===== config.mk =====
export PLATFORM = sky130hd
export DESIGN_NAME = seg_scan_capture
export DESIGN_NICKNAME = d
export VERILOG_FILES = /design/src/rtl/seg_scan_capture.sv
export SDC_FILE = /design/constraint.sdc
export NUM_CORES = 1
export LEC_CHECK = 0
export CORE_ASPECT_RATIO = 2
export CORE_MARGIN = 3
export CORE_UTILIZATION = 60
export DETAILED_ROUTE_END_ITERATION = 10
export GPL_TIMING_DRIVEN = 0
export PLACE_DENSITY = 0.93
export REMOVE_ABC_BUFFERS = 1
export SLEW_MARGIN = 20
export SYNTH_ARGS = -nofsm -noshare
export SYNTH_HDL_FRONTEND = slang
export SYNTH_SLANG_ARGS = --single-unit

===== constraint.sdc =====
create_clock -name i_clk -period 4.3 [get_ports i_clk]
set_input_delay 0.86 -clock i_clk [delete_from_list [all_inputs] [get_ports i_clk]]
set_output_delay 0.86 -clock i_clk [all_outputs]
set_load 0.02 [all_outputs]

===== src/rtl/seg_scan_capture.sv =====
// seg_scan_capture: recovers four digit patterns from a scanned, active-low 7-segment bus.
// Optional macro SEG_SCAN_SYNC_EN inserts a 2-flop input synchronizer ahead of the filter.
module seg_scan_capture #(
    parameter int NB_DISPLAYS   = 4,
    parameter int STABLE_CYCLES = 16,
    parameter int TIMEOUT_BITS  = 20
) (
    input  logic       i_clk,
    input  logic       i_rst,
    input  logic [6:0] i_seg,
    input  logic [3:0] i_an,
    output logic [6:0] o_digit0,
    output logic [6:0] o_digit1,
    output logic [6:0] o_digit2,
    output logic [6:0] o_digit3,
    output logic [3:0] o_hex0,
    output logic [3:0] o_hex1,
    output logic [3:0] o_hex2,
    output logic [3:0] o_hex3,
    output logic [3:0] o_hex_ok,
    output logic [3:0] o_valid,
    output logic       o_frame_done,
    output logic       o_stall
);
    localparam logic [10:0] IDLE       = {4'hF, 7'h7F};
    localparam logic [7:0]  STABLE_MAX = 8'(STABLE_CYCLES);
    localparam logic [7:0]  CAP_AT     = 8'(STABLE_CYCLES - 2);

    logic [10:0]             samp;
    logic [10:0]             prev_q;
    logic [7:0]              dwell_q, dwell_d;
    logic [6:0]              digit_q [NB_DISPLAYS];
    logic [6:0]              digit_d [NB_DISPLAYS];
    logic [4:0]              dec     [NB_DISPLAYS];
    logic [3:0]              valid_q, valid_d;
    logic [3:0]              seen_q, seen_d;
    logic                    frame_q, frame_d;
    logic [TIMEOUT_BITS-1:0] stall_q, stall_d;
    logic                    same, an_ok, capture;
    logic [1:0]              an_idx;
    logic [3:0]              cap_bit;

`ifdef SEG_SCAN_SYNC_EN
    logic [10:0] sync1_q, sync2_q;

    always_ff @(posedge i_clk or posedge i_rst) begin
        if (i_rst) begin
            sync1_q <= IDLE;
            sync2_q <= IDLE;
        end else begin
            sync1_q <= {i_an, i_seg};
            sync2_q <= sync1_q;
        end
    end

    assign samp = sync2_q;
`else
    assign samp = {i_an, i_seg};
`endif

    // Only a single driven (low) anode identifies a digit.
    always_comb begin
        an_ok  = 1'b1;
        an_idx = 2'd0;
        case (samp[10:7])
            4'b1110: an_idx = 2'd0;
            4'b1101: an_idx = 2'd1;
            4'b1011: an_idx = 2'd2;
            4'b0111: an_idx = 2'd3;
            default: an_ok  = 1'b0;
        endcase
    end

    always_comb begin
        same    = (samp == prev_q);
        // Counter reaching STABLE_CYCLES-1 marks the STABLE_CYCLES-th identical sample.
        capture = same && an_ok && (dwell_q == CAP_AT);
        cap_bit = 4'b0001 << an_idx;

        if (!same)
            dwell_d = '0;
        else if (dwell_q != STABLE_MAX)
            dwell_d = dwell_q + 8'd1;
        else
            dwell_d = dwell_q;

        digit_d = digit_q;
        valid_d = valid_q;
        seen_d  = seen_q;
        frame_d = 1'b0;
        stall_d = (&stall_q) ? stall_q : stall_q + TIMEOUT_BITS'(1);

        if (capture) begin
            digit_d[an_idx] = samp[6:0];
            valid_d         = valid_q | cap_bit;
            stall_d         = '0;
            if ((seen_q | cap_bit) == 4'hF) begin
                seen_d  = '0;
                frame_d = 1'b1;
            end else begin
                seen_d  = seen_q | cap_bit;
            end
        end
    end

    always_ff @(posedge i_clk or posedge i_rst) begin
        if (i_rst) begin
            prev_q  <= IDLE;
            dwell_q <= '0;
            for (int n = 0; n < NB_DISPLAYS; n++) digit_q[n] <= 7'h7F;
            valid_q <= '0;
            seen_q  <= '0;
            frame_q <= 1'b0;
            stall_q <= '0;
        end else begin
            prev_q  <= samp;
            dwell_q <= dwell_d;
            digit_q <= digit_d;
            valid_q <= valid_d;
            seen_q  <= seen_d;
            frame_q <= frame_d;
            stall_q <= stall_d;
        end
    end

    // Returns {match, hex}; patterns are active-low {g..a}.
    function automatic logic [4:0] decode(input logic [6:0] p);
        case (p)
            7'h40:   decode = {1'b1, 4'h0};
            7'h79:   decode = {1'b1, 4'h1};
            7'h24:   decode = {1'b1, 4'h2};
            7'h30:   decode = {1'b1, 4'h3};
            7'h19:   decode = {1'b1, 4'h4};
            7'h12:   decode = {1'b1, 4'h5};
            7'h02:   decode = {1'b1, 4'h6};
            7'h78:   decode = {1'b1, 4'h7};
            7'h00:   decode = {1'b1, 4'h8};
            7'h10:   decode = {1'b1, 4'h9};
            7'h08:   decode = {1'b1, 4'hA};
            7'h03:   decode = {1'b1, 4'hB};
            7'h46:   decode = {1'b1, 4'hC};
            7'h21:   decode = {1'b1, 4'hD};
            7'h06:   decode = {1'b1, 4'hE};
            7'h0E:   decode = {1'b1, 4'hF};
            default: decode = 5'd0;
        endcase
    endfunction

    always_comb begin
        for (int n = 0; n < NB_DISPLAYS; n++) dec[n] = decode(digit_q[n]);
    end

    assign o_digit0     = digit_q[0];
    assign o_digit1     = digit_q[1];
    assign o_digit2     = digit_q[2];
    assign o_digit3     = digit_q[3];
    assign o_hex0       = dec[0][3:0];
    assign o_hex1       = dec[1][3:0];
    assign o_hex2       = dec[2][3:0];
    assign o_hex3       = dec[3][3:0];
    assign o_hex_ok     = {dec[3][4], dec[2][4], dec[1][4], dec[0][4]};
    assign o_valid      = valid_q;
    assign o_frame_done = frame_q;
    assign o_stall      = &stall_q;
endmodule


==> impl_metrics.yaml <==
critical_path:
  endpoint_of_the_most_critical_register_to_register_path: "o_digit1[0]"
  critical-path-slowest-cell: "sky130_fd_sc_hd__dfstp_2"
  worst_ep_arrival_time_ps: 2870
  r2r_cells: 5
  critical_path.top_delay_family: "flip-flops"
  critical_path.cell_chain: "or4b_2 > a221o_1 > o211ai_1 > clkdlybuf4s50_1"
  worstPathRequired_ps: 3440
  critical_path.n_buffers_inverters: 1
  timing.critical_path.from_type: "register"
  reg2reg_slack_ps: 1660
  critical_path.max_stage_delay_ps: 680
  timing.critical_path.fanout_max: 16
  worstSetupEndpointType: "primary output"
  worstReg2RegStart: "prev_q[3]"
  critPathKind: "register to primary output"
yosys:
  synth_enable_flop_cells: 0
  ys_async_sr_fraction: 1.000
  combined_area_of_all_synthesized_cells_um2: 4740
  synthDominantAreaCellType: "sky130_fd_sc_hd__dfstp_2"
  synth_top_area_frac: 0.2162
  syn_area_per_cell_um2: 9.423
  ys.warnings.count: 0
  mapped_cells: 503
  ys_seq_area_frac: 0.4116
  yosysUniqueCellTypes: 66
  ys_top_cells_by_area: "sky130_fd_sc_hd__dfstp_2, sky130_fd_sc_hd__dfrtp_1, sky130_fd_sc_hd__mux2_2"
  synth_seq_cells: 76
  yosys_most_used_dff: "sky130_fd_sc_hd__dfstp_2"
clock_tree:
  total_cts_buffers: 9
  cts_setup_buffers: 0
  worstSkewPairLatency_ps: 340
  cts_max_level: 3
  cts_hold_repair.buffers: 0
  cts_tree: "built"
  clkTransAtPathRegs_ps: 50
  numClockSinks: 76
  clock_tree.root_cell: "sky130_fd_sc_hd__clkbuf_16"
  post_cts.resized_instances: 0
  cts_buffer_depth: 2
finish:
  diodes: 0
  area_growth_pct: 19.54
  numnets_final: 562
  final_cell_utilization_of_the_core: 0.7399
  final_layout_size_suffix_gt1_frac: 0.1818
  final_cells: 644
route:
  routed_wl_mm: 11.42
  remaining_number_of_nets_flagged_by_the_antenna_check_after_routing: 0
  mean_routed_wirelength_per_cell_um: 17.74
  first_pass_iters: 8
  dr.first_iter.drc_count: 310
  drt-vias-per-instance: 6.405
  detail_route.drc_violations: 0
  detailroute.via_count: 4125
sta:
  setup_viol_count_final: 0
  hold-worst-slack_ps: 471.9
  max_slew.worst_pin.slew_ps: 700.6
  grt_setup_unrepaired: "no"
  drv_slew: 0
  final_hold_viol_count: 0
  period_share: 0.8669
  fmax_mhz: 268.3
  fin_worst_skew_ps: 7.623
  slew_headroom: 0.5312
  period_minus_ws_final_ps: 3727
power_and_ir_drop:
  worst_ir_drop_vdd_mv: 0.3928
  power_density_of_the_placed_cells_nw_per_um2: 357.0
  static-leakage-power_nw: 2.213
floorplanning:
  coreArea_um2: 7657
  dieArea_um2: 9066
  chipWidth_um: 68.85
  i_o_pins: 67
  num_rows: 45
  initial_utilization: 0.6190
  fp.dieH_um: 131.7
global_routing:
  global_route_usage_sum: 0.2726
  grt_remaining_overflow: 0
  first_global_vias: 3991
  antenna_found_initial: 0
  grt_first_pass_wirelength_mm: 19.17
  grt_start_max_net_pins: 40
flow_run:
  max_cap_violation_count: 0
placed_design:
  place_inst: 628
  hpwl_mm: 7.918
  place.gp.congestion: 0.8873
  placement.io_buffers: 66
min_path:
  hold_path_class: "register to register"
  worstHoldPathCells: 1
  timing.hold.worst.start: "o_valid[1]"
  timing.hold.worst_endpoint: "o_valid[1]"
outcome:
  status: "complete, no violations"
## worst max path at each step
stage	start	end	slack, ps	depth (start not counted)
2_1_floorplan	i_seg[2]	stall_q[16]	1040	5
3_3_place_gp	i_seg[4]	stall_q[6]	-360	6
3_5_place_dp	i_an[2]	o_digit1[6]	620	6
4_1_cts	o_digit2[5]	o_hex2[1]	600	4
5_1_grt	o_digit2[5]	o_hex2[1]	510	4
6_report	o_digit2[5]	o_hex2[1]	570	4
## sequential cells by signal, indices dropped and copies added (netlist names)
signal / count
prev_q: 11
dwell_q: 8
o_frame_done: 1
o_digit1: 7
o_valid: 4
seen_q: 4
o_digit2: 7
o_digit0: 7
stall_q: 20
o_digit3: 7
## area by class of cell
cell class	instances	area, um^2
clock inverter	2	10.01
timing repair buffer	68	691.9
inverter	10	40.04
tap	94	117.6
fill	523	1992
multi-input combinational	380	2591
clock buffer	14	264.0
sequential	76	1951
## layout by cell type (no fill, tap or decap), drive strengths merged, types with 17 or more instances in the layout
master,instances
mux2,27
dfrtp,37
nand2,29
xnor2,27
clkdlybuf4s50,66
dfstp,39
a21oi,22
nand3,17
nor2,51
nor3,19
## stage by stage
stage	instance area (um^2)	total power [mW]	setup slack, ps	setup TNS (ps)
2_1_floorplan	4574	1.200	1037	0
4_1_cts	5665	2.023	601.3	0
3_5_place_dp	5391	1.314	623.6	0
5_1_grt	5665	2.128	508.6	0
6_report	5665	2.023	572.5	0
3_3_place_gp	5353	1.286	-359.5	-5784
## synthesized netlist by cell type, types with 9 or more instances
cell type	count
sky130_fd_sc_hd__a21oi_1	22
sky130_fd_sc_hd__clkbuf_1	31
sky130_fd_sc_hd__dfrtp_1	37
sky130_fd_sc_hd__dfstp_2	39
sky130_fd_sc_hd__inv_1	10
sky130_fd_sc_hd__mux2_2	27
sky130_fd_sc_hd__nand2_1	29
sky130_fd_sc_hd__nand2b_1	11
sky130_fd_sc_hd__nand3_1	17
sky130_fd_sc_hd__nand4_1	16
sky130_fd_sc_hd__nor2_1	51
sky130_fd_sc_hd__nor3_1	18
sky130_fd_sc_hd__nor3b_1	9
sky130_fd_sc_hd__o21ai_0	14
sky130_fd_sc_hd__xnor2_1	26
sky130_fd_sc_hd__xor2_1	10
## power breakdown
part | switching [mW] | leakage (nW) | internal [mW]
Combinational | 0.247 | 1.22 | 0.162
Clock | 0.272 | 0.137 | 0.420
Sequential | 0.106 | 0.852 | 0.815
## cells by family (layout without fill, tap and decap cells)
family	count (synthesis)	count (layout)	share of synthesized area
AND/OR/NAND/NOR	216	216	0.2611
AO/OA/AOI/OAI	95	95	0.1378
flip-flops	76	76	0.4116
buffers and inverters	47	94	0.04277
XOR/XNOR	37	37	0.06996
multiplexers	28	28	0.06626
adder cells (fa/ha/maj)	4	4	0.01056
## layer usage
metal,vias up,track usage,part of all wire
met5,-,0,0
met4,0,0.1260,0.029
met3,31,0.04619,0.042
met2,144,0.4713,0.57
met1,2037,0.3113,0.36
li1,1913,-,-
(Power assumes the default switching activity.)
